==> src/rtl/board_pkg.sv <==
// Shared definitions for the Othello board-memory endpoint: cell encodings,
// client owner IDs, board geometry and small helper functions.
package board_pkg;

    localparam int BOARD_CELLS = 64;
    localparam int ADDR_W      = 7;
    localparam int COUNT_W     = 7;

    localparam logic [1:0] CELL_EMPTY = 2'b00;
    localparam logic [1:0] CELL_BLACK = 2'b01;
    localparam logic [1:0] CELL_WHITE = 2'b10;
    localparam logic [1:0] CELL_RSVD  = 2'b11;

    localparam logic [1:0] OWN_INIT = 2'd0;
    localparam logic [1:0] OWN_VALI = 2'd1;
    localparam logic [1:0] OWN_FLIP = 2'd2;
    localparam logic [1:0] OWN_VGA  = 2'd3;

    localparam logic [COUNT_W-1:0] COUNT_MAX = 7'd64;

    typedef enum logic {
        ST_CLEAR = 1'b0,
        ST_READY = 1'b1
    } resp_state_e;

    function automatic logic [3:0] owner_onehot(input logic [1:0] owner);
        logic [3:0] oh;
        case (owner)
            OWN_INIT: oh = 4'b0001;
            OWN_VALI: oh = 4'b0010;
            OWN_FLIP: oh = 4'b0100;
            OWN_VGA:  oh = 4'b1000;
            default:  oh = 4'b0000;
        endcase
        return oh;
    endfunction

    // A simultaneous increment and decrement cancel, which is how a same-colour
    // overwrite leaves the count untouched.
    function automatic logic [COUNT_W-1:0] sat_step(input logic [COUNT_W-1:0] cnt,
                                                    input logic dec,
                                                    input logic inc);
        logic [COUNT_W-1:0] res;
        if (inc && !dec) begin
            res = (cnt >= COUNT_MAX) ? COUNT_MAX : cnt + 7'd1;
        end else if (dec && !inc) begin
            res = (cnt == 7'd0) ? 7'd0 : cnt - 7'd1;
        end else begin
            res = cnt;
        end
        return res;
    endfunction

endpackage

==> src/rtl/board_piece_counter.sv <==
// Live black/white piece counters driven by the old and new value of each
// effective store write; both counts saturate at 0 and 64.
module board_piece_counter
    import board_pkg::*;
(
    input  logic               clk,
    input  logic               rst,
    input  logic               we,
    input  logic [1:0]         old_val,
    input  logic [1:0]         new_val,
    output logic [COUNT_W-1:0] black_count,
    output logic [COUNT_W-1:0] white_count
);

    logic [COUNT_W-1:0] black_r;
    logic [COUNT_W-1:0] white_r;
    logic [COUNT_W-1:0] black_s;
    logic [COUNT_W-1:0] white_s;

    // Next-count computation for the current write.
    always_comb begin
        black_s = black_r;
        white_s = white_r;
        if (we) begin
            black_s = sat_step(black_r, old_val == CELL_BLACK, new_val == CELL_BLACK);
            white_s = sat_step(white_r, old_val == CELL_WHITE, new_val == CELL_WHITE);
        end else begin
            black_s = black_r;
            white_s = white_r;
        end
    end

    // Count registers.
    always_ff @(posedge clk) begin
        if (rst) begin
            black_r <= 7'd0;
            white_r <= 7'd0;
        end else begin
            black_r <= black_s;
            white_r <= white_s;
        end
    end

    assign black_count = black_r;
    assign white_count = white_r;

endmodule

==> src/rtl/board_mem_responder.sv <==
// Memory-side endpoint of the board-memory bus: 64x2 board store with a
// post-reset clear sweep, read-before-write responses routed per client.
module board_mem_responder
    import board_pkg::*;
#(
    parameter int CELLS   = BOARD_CELLS,
    parameter int ADDR_BITS = ADDR_W
)
(
    input  logic                 clk,
    input  logic                 rst,
    input  logic                 req_in,
    input  logic [ADDR_BITS-1:0] addr_in,
    input  logic [1:0]           data_in,
    input  logic                 wren_in,
    input  logic [1:0]           owner_in,
    output logic                 busy,
    output logic [1:0]           rdata_out,
    output logic                 rvalid_init,
    output logic                 rvalid_vali,
    output logic                 rvalid_flip,
    output logic                 rvalid_vga,
    output logic [COUNT_W-1:0]   black_count,
    output logic [COUNT_W-1:0]   white_count
);

    localparam int PTR_W = $clog2(CELLS);
    localparam logic [ADDR_BITS-1:0] CELLS_A  = ADDR_BITS'(CELLS);
    localparam logic [PTR_W-1:0]     LAST_PTR = PTR_W'(CELLS - 1);

    resp_state_e      state_r;
    resp_state_e      state_s;
    logic [PTR_W-1:0] ptr_r;
    logic [PTR_W-1:0] ptr_s;
    logic [1:0]       cells_r [CELLS];
    logic [1:0]       rdata_r;
    logic [3:0]       rvalid_r;

    logic             in_range_s;
    logic [PTR_W-1:0] idx_s;
    logic [1:0]       old_s;
    logic             accept_s;
    logic             wr_eff_s;

    // State and clear-pointer register.
    always_ff @(posedge clk) begin
        if (rst) begin
            state_r <= ST_CLEAR;
            ptr_r   <= '0;
        end else begin
            state_r <= state_s;
            ptr_r   <= ptr_s;
        end
    end

    // Next state: sweep every cell once, then serve requests forever.
    always_comb begin
        state_s = state_r;
        ptr_s   = ptr_r;
        case (state_r)
            ST_CLEAR: begin
                ptr_s = ptr_r + 1'b1;
                if (ptr_r == LAST_PTR) begin
                    state_s = ST_READY;
                end else begin
                    state_s = ST_CLEAR;
                end
            end
            ST_READY: begin
                state_s = ST_READY;
            end
            default: begin
                state_s = ST_CLEAR;
                ptr_s   = '0;
            end
        endcase
    end

    // Request decode and read-before-write lookup.
    always_comb begin
        in_range_s = (addr_in < CELLS_A);
        idx_s      = addr_in[PTR_W-1:0];
        if (in_range_s) begin
            old_s = cells_r[idx_s];
        end else begin
            old_s = CELL_EMPTY;
        end
        accept_s = (state_r == ST_READY) && req_in;
        wr_eff_s = accept_s && wren_in && in_range_s && (data_in != CELL_RSVD);
    end

    // Board store; the cells are not reset because the sweep clears them.
    always_ff @(posedge clk) begin
        if (!rst) begin
            if (state_r == ST_CLEAR) begin
                cells_r[ptr_r] <= CELL_EMPTY;
            end else if (wr_eff_s) begin
                cells_r[idx_s] <= data_in;
            end
        end
    end

    // Registered response: data holds between strobes.
    always_ff @(posedge clk) begin
        if (rst) begin
            rdata_r  <= CELL_EMPTY;
            rvalid_r <= 4'b0000;
        end else begin
            rvalid_r <= 4'b0000;
            if (accept_s) begin
                rdata_r  <= old_s;
                rvalid_r <= owner_onehot(owner_in);
            end
        end
    end

    board_piece_counter u_counter (
        .clk         (clk),
        .rst         (rst),
        .we          (wr_eff_s),
        .old_val     (old_s),
        .new_val     (data_in),
        .black_count (black_count),
        .white_count (white_count)
    );

    assign busy        = (state_r == ST_CLEAR);
    assign rdata_out   = rdata_r;
    assign rvalid_init = rvalid_r[0];
    assign rvalid_vali = rvalid_r[1];
    assign rvalid_flip = rvalid_r[2];
    assign rvalid_vga  = rvalid_r[3];

endmodule
==> config.mk <==
export PLATFORM = sky130hd
export DESIGN_NAME = board_mem_responder
export DESIGN_NICKNAME = d
export VERILOG_FILES = /design/src/rtl/board_pkg.sv /design/src/rtl/board_piece_counter.sv /design/src/rtl/board_mem_responder.sv
export SDC_FILE = /design/constraint.sdc
export NUM_CORES = 1
export LEC_CHECK = 0
export BUFFER_PORTS_ARGS = -buffer_cell sky130_fd_sc_hd__buf_2
export CAP_MARGIN = 20
export CORE_AREA = 2 2 115 117
export DETAILED_ROUTE_END_ITERATION = 10
export DIE_AREA = 0 0 117 119
export PLACE_DENSITY = 0.77
export SLEW_MARGIN = 20
export SYNTH_ARGS = -nofsm -noshare
export SYNTH_HDL_FRONTEND = slang
export SYNTH_SLANG_ARGS = --single-unit
==> constraint.sdc <==
create_clock -name clk -period 5.87 [get_ports clk]
set_input_delay 0.2935 -clock clk [delete_from_list [all_inputs] [get_ports clk]]
set_output_delay 0.2935 -clock clk [all_outputs]
set_load 0.02 [all_outputs]
==> impl_results.md, run 1 <==
- Clk buf depth: 2
- Row Count: 42
- Postcts setup bufs: 0
- N_diodes: 0
- Data arrival, critical path: slightly below 4 ns
- TritonCTS Buffers: 17
- Post-synth top area share: 52.8%
- Via count: between 4000 and 5000
- Largest net degree at the start of global routing: 65
- Post-synth EDFFs: approximately 130
- Clock root buffer: clkbuf_16
- Final worst path period share: 60.7%
- Layout cells sized above 1: 15.7%
- Total Wirelength: 15800 um
- Pleak: between 3 and 4 nW
- Sequential share of the synthesized area: 60.2%
- Clock sinks: around 160
- Routed vias/inst: 6.32
- Ranking of synthesized cells by area: edfxtp_1 53%, dfxtp_1 7.4%, mux4_2 4.6%
- Critical path launch point: addr_in[2]
- Part of the power in combinational logic: roughly 4.3%
- Layout Cells excl Fill: just under 800
- CORE AREA: about 13000 um2
- Main combinational cell family by area after synthesis: simple AND/OR/NAND/NOR gates
- Sw frac: between 20 and 25%
- Required @ worst endpoint: slightly above 6 ns
- Hpwl dp: between 10000 and 15000 um
- Synth Instances: between 500 and 600
- Worst-path maximum fanout: 28
- Antenna Nets Post-Route: 0
- Fin crit period: 3.56 ns
- GRT Util Overall: 23.9%
- Chip width: 117 um
- Iteration-0 DRC Markers: 505
- TritonCTS clock tree: yes
- Starting Density: between 50% and 60%
- Max Slew Vio Count: 0
- IO Count: 36
- Initial antenna violation count: 1
- Hold Buf Count CTS: 0
- Number of synthesis warnings: 0
- Drt wl/cell: between 20 and 25 um
- Syn_area_per_cell: 12.8 um2
- Final instance area: 8120 um2
- Top post-synthesis cells by count: 128 x edfxtp_1, 90 x nor2_1, 37 x nand2_1, 27 x dfxtp_1, 24 x a21oi_1
- Post-synthesis adder-cell area fraction: approximately 1.2%
- Switching Power: 0.000493 W
- Simple logic cell fraction of the synthesized area: 14.4%
- Cell Area, Synth: between 7000 and 8000 um2
- Seq pwr share: approximately 49%
- Unrepaired setup endpoints after global routing: false
- Pwr dens: ~300 nW/um2
- Worst Tran Pin Value: approximately 0.97 ns
- CTS resizes: 0
- First-pass GRT wire length: 24600 um
- PortBufs: 35
- Most used flip-flop cell after synthesis: edfxtp_1
- Total gr overflow: 0
- FMAX: approximately 0.28 GHz
- Final worst slack: about 2.3 ns
- Worst skew pair latency: ~0.43 ns
- DRT Pass-1 Iters: 6
- Nets: around 600
- Placed Cells incl. Taps: around 750
- Total of max-cap violations: 0
- Vias in the first global route: 4650
- Number of remaining DRC errors: 0
- Flip-flop and latch count after synthesis: about 160
- Fin Hold WS: slightly above 0.07 ns
- HP Start: owner_in[0]
- Setup CP Type: input pin to register
- Area Growth Syn to Fin: 11.4%
- Max VDD drop: between 0.2 and 0.25 mV
- Clock slew at reported path FFs: roughly 0.060 ns
- DP Area: 7510 um2
- R2R Path Start: cells_r[27][0]
- Worst setup EP type: register
- Pre-CTS WS: ~1.9 ns
- Setup TNS: 0 ns
- Hold Path Class: input pin to register
- Rel. slew slack: 34.9%
- Clock Skew: approximately 0.0077 ns
- Die ar.: between 10000 and 15000 um2
- Unique masters post-synth: 62
- Syn nets: roughly 600
- Internal: about 0.0019 W
- Setup Viol. Count Final: 0
- Flop2flop setup slack: around 2.6 ns
- Placer Congestion: ~0.9
- Async SR Flop Fraction: 0%
- Synth Area in XOR/XNOR: 0.601%
- Post-synthesis compound-gate area fraction: 9.14%
- Cell with the most instances after synthesis: edfxtp_1
- Mux cell area share after synthesis: between 10% and 20%
- Clk pwr share: ~47%
- Final Hold Fails: 0
- Run status: finished clean
- # H-tree levels: 4
- Largest area contributor in the netlist: edfxtp_1
- Die Y: roughly 120 um
- Setup crit start kind: input pin
-- per-layer routing --
layer	track usage [%]	wire, um	up-vias
li1	-	-	2218
met1	31.6	6330	2411
met2	36.8	7660	264
met3	7.23	1290	47
met4	10.2	539	2
met5	0	13	-
-- cell usage in the layout (no fill, tap or decap), types with 5 or more instances in the layout --
cell / Yosys / layout
a21oi_1: 24 / 24
and3_1: 5 / 5
mux2i_1: 22 / 22
edfxtp_1: 128 / 128
ha_1: 7 / 7
a22oi_1: 8 / 8
nand3_1: 18 / 18
or3_1: 9 / 9
nor2_1: 90 / 90
nand2b_1: 6 / 6
o21ai_0: 15 / 15
buf_2: 7 / 35
a211oi_1: 5 / 5
clkbuf_16: 0 / 17
nand2_1: 37 / 37
inv_1: 11 / 11
a31oi_1: 7 / 7
nor3_1: 16 / 15
nor2b_1: 12 / 12
dfxtp_1: 27 / 27
mux4_1: 9 / 9
mux4_2: 15 / 15
-- cell type report --
class / instances / area [um2]
Clock buffer: 19 / 433
Clock inverter: 12 / 171
Fill cell: 947 / 4760
Inverter: 11 / 41.3
Multi-Input combinational cell: 371 / 2670
Sequential cell: 155 / 4380
Tap cell: 176 / 220
Timing Repair Buffer: 38 / 198
-- state kept, by name (all words and copies together), names as in the netlist --
register               flops
rdata_out                  2
ptr_r                      6
u_counter.black_count      7
cells_r                  128
u_counter.white_count      7
rvalid_r                   4
state_r                    1
-- critical path, stage by stage --
cell and delay (ns):
buf_2 0.44, buf_4 0.44, mux4_2 0.30, nand2_1 0.05, and3_1 0.19, nor4_2 0.29
a2bb2oi_2 0.14, or3_1 0.37, ha_1 0.29, or3_1 0.52, or3_1 0.41, a21oi_1 0.16
-- per-stage QoR --
step / utilization (%) / power [W]
finish: 63.0 / 0.00241
global route: 63.0 / 0.00248
CTS: 63.0 / 0.00242
detailed placement: 58.3 / 0.00131
global placement: 58.3 / 0.00130
floorplan: - / 0.00128
-- worst paths after layout --
path	endpoint	cells after the start
setup reg to reg	u_counter.white_count[2]	9
hold / removal	rvalid_r[0]	2
hold reg to reg	rdata_out[0]	1
setup / recovery	u_counter.white_count[2]	12
-- power by group through the flow --
stage                logic, W  clock network [W]  registers, W
floorplan           0.0000798                  0       0.00120
global placement    0.0000989                  0       0.00121
detailed placement   0.000101                  0       0.00121
CTS                  0.000102            0.00114       0.00118
global route         0.000111            0.00119       0.00118
finish               0.000103            0.00113       0.00118
-- cells by family (layout without fill, tap and decap cells) --
group | count (synthesis) | after routing
AO/OA/AOI/OAI | 95 | 95
XOR/XNOR | 5 | 5
adder cells (fa/ha/maj) | 7 | 7
buffers and inverters | 45 | 80
flip-flops | 155 | 155
multiplexers | 48 | 48
AND/OR/NAND/NOR | 216 | 216
(Power assumes the default switching activity.)
==> run 2: changes to the inputs <==
Settings changed: ABC_AREA from default to 1, CORE_AREA 2 2 115 117 to 2 2 114 116, DIE_AREA 0 0 117 119 to 0 0 116 118.
Clock period 5.87 ns to 3.51 ns, I/O delays scaled along.
==> run 2 against run 1 <==
Effect of this change: clock-buffer cell count is 1 lower; synthesized cell count up 32%; largest power group unchanged; clock power increased by 59%; synthesized area down 1.5%.
==> impl_results.md, run 2 <==
- Hold Buf Count CTS: 3
- Worst-path maximum fanout: 14
- Number of synthesis warnings: 0
- Hpwl dp: 10800 um
- Run status: finished clean
- Pwr dens: approximately 490 nW/um2
- Setup Viol. Count Final: 0
- Largest area contributor in the netlist: edfxtp_1
- Clock root buffer: clkbuf_16
- Fin Hold WS: 0.0951 ns
- Clock Skew: between 0.008 and 0.009 ns
- PortBufs: 35
- Max Slew Vio Count: 0
- Initial antenna violation count: 0
- Max reg flops: between 100 and 150
- Final worst path period share: between 80% and 90%
- Pleak: 3.25 nW
- Die ar.: about 14000 um2
- GRT Util Overall: between 20% and 30%
- Layout cells sized above 1: around an eighth
- CTS resizes: 0
- Sequential share of the synthesized area: 61.1%
- Clock slew at reported path FFs: 0.06 ns
- DRT Pass-1 Iters: 5
- Post-synth EDFFs: around 130
- Cell with the most instances after synthesis: nand2_1
- Seq pwr share: 49.5%
- Largest net degree at the start of global routing: between 60 and 70
- Starting Density: 57.8%
- Post-synth top area share: ~54%
- Row Count: 41
- Unique masters post-synth: 35
- Flip-flop and latch count after synthesis: around 160
- FMAX: ~0.34 GHz
- Sw frac: 21.5%
- Iteration-0 DRC Markers: approximately 550
- Required @ worst endpoint: between 3 and 4 ns
- Most used routing layer in global routing: met2
- First-pass GRT wire length: between 20000 and 30000 um
- Routed vias/inst: 5.74
- Antenna Nets Post-Route: 0
- Die Y: 118 um
- Total Wirelength: 17100 um
- Global-route met3 utilization: ~5.6%
- GR met1 Demand/Resource: 32.8%
- Area Growth Syn to Fin: 13.8%
- Placer Congestion: between 0.9 and 1
- CORE AREA: between 10000 and 15000 um2
- Chip width: approximately 120 um
- Top post-synthesis cells by count: 203 x nand2_1, 128 x edfxtp_1, 121 x nand3_1, 85 x nor2_1, 47 x inv_1
- Synth Instances: about 760
- Clk buf depth: 2
- Number of remaining DRC errors: 0
- Setup CP Type: register to register
- IO Count: 36
- Max VDD drop: about 0.36 mV
- Part of the power in combinational logic: ~5.3%
- Vias in the first global route: between 5000 and 6000
- Via count: approximately 5600
- Postcts setup bufs: 0
- Worst setup EP type: register
- Nets: roughly 820
- Syn nets: approximately 800
- Drt wl/cell: around 17 um
- Final Hold Fails: 0
- TritonCTS clock tree: yes
- Unrepaired setup endpoints after global routing: false
- M2 GR Usage: roughly 44%
- # H-tree levels: 4
- Total gr overflow: 0
- Switching Power: around 0.00086 W
- N_diodes: 0
- Ranking of synthesized cells by area: edfxtp_1 54%, nand2_1 11%, nand3_1 8.4%
- Cell Area, Synth: around 7200 um2
- Setup crit start kind: register
- Worst skew pair latency: roughly 0.43 ns
- Worst Tran Pin Value: approximately 0.75 ns
- Data arrival, critical path: a little over 3 ns
- Clock sinks: ~160
- Clk pwr share: approximately 45%
- Async SR Flop Fraction: 0%
- Total of max-cap violations: 0
- Most common cell after layout, fill and taps aside: nand2_1
- Most used flip-flop cell after synthesis: edfxtp_1
- Most flops, register: cells_r
- Syn_area_per_cell: 9.50 um2
- Hold Path Class: input pin to register
- Setup TNS: 0 ns
- Fin crit period: between 2 and 3 ns
- Rel. slew slack: between 50% and 60%
- TritonCTS Buffers: 17
- Internal: between 0.003 and 0.004 W
- Commonest non-fill, non-tap cells in the layout: 203 x nand2_1, 128 x edfxtp_1, 121 x nand3_1, 83 x nor2_1, 47 x inv_1
-- run 2: cell count changes after synthesis, sizes merged, moves of 8 or more --
cell and change:
a22oi -8, mux2i -22, nand3 +104, nor2b -12, buf -10, or3 -9
mux4 -24, inv +39, nand2 +167
-- run 2: logic make-up after synthesis --
logic type,count (synthesis),share of synthesized area [%]
adder cells (fa/ha/maj),7,1.22
buffers and inverters,83,4.61
AO/OA/AOI/OAI,61,5.29
flip-flops,155,61.1
AND/OR/NAND/NOR,441,26.8
XOR/XNOR,8,0.977
-- run 2: metal layers --
metal  up-vias  wire length (um)
met3        45              1430
met4         0               522
met5         -                 0
li1       2659                 -
met2       245              8640
met1      2664              6520
-- run 2: cell type report --
| cell class | instances | area [um2] |
|---|---|---|
| flip-flops and latches | 155 | 4380 |
| repair buffers | 50 | 308 |
| multi-input cells | 517 | 2470 |
| clock inverters | 13 | 151 |
| inverters | 53 | 203 |
| fillers | 1002 | 4250 |
| clock buffers | 18 | 429 |
| well taps | 172 | 215 |
-- run 2: power by group through the flow --
stage	Clock [W]	Sequential, W	Combinational (W)
finish	0.00180	0.00197	0.000212
global route	0.00189	0.00197	0.000232
CTS	0.00182	0.00197	0.000208
detailed placement	0	0.00201	0.000205
global placement	0	0.00201	0.000198
floorplan	0	0.00201	0.000137
-- run 2: final timing paths --
path | from | endpoint | slack (ns) | cells after the start
max reg2reg | state_r | cells_r[37][0] | 0.60 | 10
max | state_r | cells_r[37][0] | 0.60 | 10
min | req_in | rdata_out[0] | 0.1 | 4
min reg2reg | ptr_r[4] | ptr_r[4] | 0.50 | 2
-- run 2: through the flow --
stage	util, %	cells	total power (W)	worst slack [ns]	area, um2
final	65.7	978	0.00399	0.595	8160
after global routing	65.7	978	0.00410	0.375	8160
after CTS	65.7	978	0.00400	0.602	8160
after detailed placement	60.8	944	0.00222	0.549	7550
after global placement	60.8	944	0.00221	0.671	7550
after floorplan	-	755	0.00215	0.385	7170
-- run 2: critical path, stage by stage (launching register included) --
cell	delay, ns
dfxtp_1	0.36
nand2_1	0.10
clkinv_2	0.11
nand4_4	0.10
or2_1	0.60
nand2_1	0.20
o21ai_4	0.20
inv_1	0.16
nor3_2	0.16
nand2_1	0.31
nor2_1	0.28
==> run 3: changes to the inputs <==
Clock period 3.51 ns to 2.8 ns, I/O delays scaled along.
==> run 3 against run 2 <==
Effect of this change: critical path depth down 2; maximum frequency rose by 16%; final cell count grew 1.4%; via count rose by 0.64%; flip-flop and latch count unchanged; wire length increased by 0.11%; worst setup slack got worse by 0.31 ns; global-route usage fell by 0.22 points; non-clock buffer count increased by 14; total power grew 29%; critical path type unchanged; critical endpoint is now cells_r[50][1].
==> impl_results.md, run 3 (synthesis gave the netlist of run 2 again) <==
- Routed vias/inst: between 5 and 6
- Hold Path Class: input pin to register
- Setup CP Type: register to register
- DP Area: around 7700 um2
- TritonCTS Buffers: 17
- Fin Hold WS: approximately 0.043 ns
- Max VDD drop: around 0.49 mV
- N_diodes: 0
- Layout cells sized above 1: 13.9%
- GRT Util Overall: about a quarter
- Chip width: roughly 120 um
- Most common cell after layout, fill and taps aside: nand2_1
- Worst setup EP type: register
- First-pass GRT wire length: roughly 27000 um
- Crit-path cells: nand2_1 > clkinv_2 > nand4_4 > or2_4 > o21ai_4 > buf_4 > nand4_2 > nor2_1
- Clock Skew: just under 0.007 ns
- Max reg flops: around 130
- Antenna Nets Post-Route: 0
- Area Growth Syn to Fin: 16.5%
- Critical Path Max Stage Delay: between 0.4 and 0.5 ns
- Crit-path slowest cell: dfxtp_1
- Initial antenna violation count: 0
- Pleak: 3.34 nW
- Clock root buffer: clkbuf_16
- Clk buf depth: 2
- Die Y: 118 um
- Die ar.: 13700 um2
- DRT Pass-1 Iters: 6
- Largest net degree at the start of global routing: between 60 and 70
- Total gr overflow: 0
- Worst skew pair latency: between 0.4 and 0.5 ns
- Hpwl dp: about 11000 um
- Total of max-cap violations: 0
- Drt wl/cell: approximately 17 um
- Placer Congestion: 0.958
- Final instance area: ~8400 um2
- Worst-path maximum fanout: 13
- Required @ worst endpoint: 2.93 ns
- Clock sinks: roughly 160
- Row Count: 41
- TritonCTS clock tree: yes
- IO Count: 36
- Max Slew Vio Count: 0
- Via count: 5649
- Clock slew at reported path FFs: roughly 0.060 ns
- Unrepaired setup endpoints after global routing: false
- Nets: 830
- FMAX: around 0.40 GHz
- Fin crit period: approximately 2.5 ns
- Vias in the first global route: ~5400
- Flop2flop setup slack: between 0.2 and 0.3 ns
- CORE AREA: about 12000 um2
- Setup Viol. Count Final: 0
- Rel. slew slack: roughly three fifths
- Run status: finished clean
- Total Wirelength: between 15000 and 20000 um
- Starting Density: between 50% and 60%
- Final worst path period share: between 80% and 90%
- Iteration-0 DRC Markers: 658
- PortBufs: 35
- Worst Tran Pin Value: about 0.62 ns
- # H-tree levels: 4
- Data arrival, critical path: roughly 2.7 ns
- Commonest non-fill, non-tap cells in the layout: 201 x nand2_1, 128 x edfxtp_1, 121 x nand3_1, 82 x nor2_1, 47 x inv_1
- Most flops, register: cells_r
- Final Hold Fails: 0
- Number of remaining DRC errors: 0
- Setup crit start kind: register
- Pwr dens: 617 nW/um2
==> run 3: report_power, final <==
part / switching [W] / internal, W / total (W)
sequential: 0.00000688 / 0.00247 / 0.00248
combinational: 0.000188 / 0.0000914 / 0.000279
clock: 0.000923 / 0.00147 / 0.00240
==> run 3: per-layer routing <==
layer / routed length, um / track usage [%] / up-vias
met5: 0 / 0 / -
met4: 420 / 10.0 / 0
met3: 1130 / 6.95 / 37
met2: 8760 / 43.6 / 233
met1: 6820 / 32.4 / 2683
li1: - / - / 2696
==> run 3: layout make-up <==
type                            instances  area (um2)
Clock buffer                           18         429
Tap cell                              172         215
Fill cell                             953        4060
Multi-Input combinational cell        517        2480
Inverter                               53         203
Clock inverter                         13         176
Timing Repair Buffer                   64         463
Sequential cell                       155        4380
==> run 3: through the flow <==
| step | utilization [%] | instances | worst slack (ns) | setup TNS, ns | power (W) |
|---|---|---|---|---|---|
| 2_1_floorplan | - | 755 | -0.325 | -41.60 | 0.00269 |
| 3_3_place_gp | 61.7 | 952 | 0.103 | 0 | 0.00278 |
| 3_5_place_dp | 61.7 | 952 | 0.0632 | 0 | 0.00279 |
| 4_1_cts | 66.8 | 986 | 0.0813 | 0 | 0.00516 |
| 5_1_grt | 67.3 | 992 | 0.132 | 0 | 0.00529 |
| 6_report | 67.3 | 992 | 0.282 | 0 | 0.00515 |
==> run 3: what timing repair did <==
action	4_1_cts	5_1_grt
resized for setup	1	4
hold buffers	3	0
cloned	0	0
buffers inserted	0	6
hold endpoints to repair	4	0
pin swaps	0	2
setup endpoints to repair	2	30
==> run 3: critical path, delay by kind of cell (launching register included) <==
kind	cells	cell delay, ns
flops	1	0.43
compound gates	1	0.30
simple gates	5	1.17
buf+inv	2	0.29
==> run 3: path summary, 6_finish.rpt <==
kind / start / end / cells past startpoint
worst min register to register: ptr_r[5] / state_r / 2
worst min-delay path: req_in / rdata_out[0] / 4
worst max register to register: state_r / cells_r[50][1] / 8
worst max-delay path: state_r / cells_r[50][1] / 8
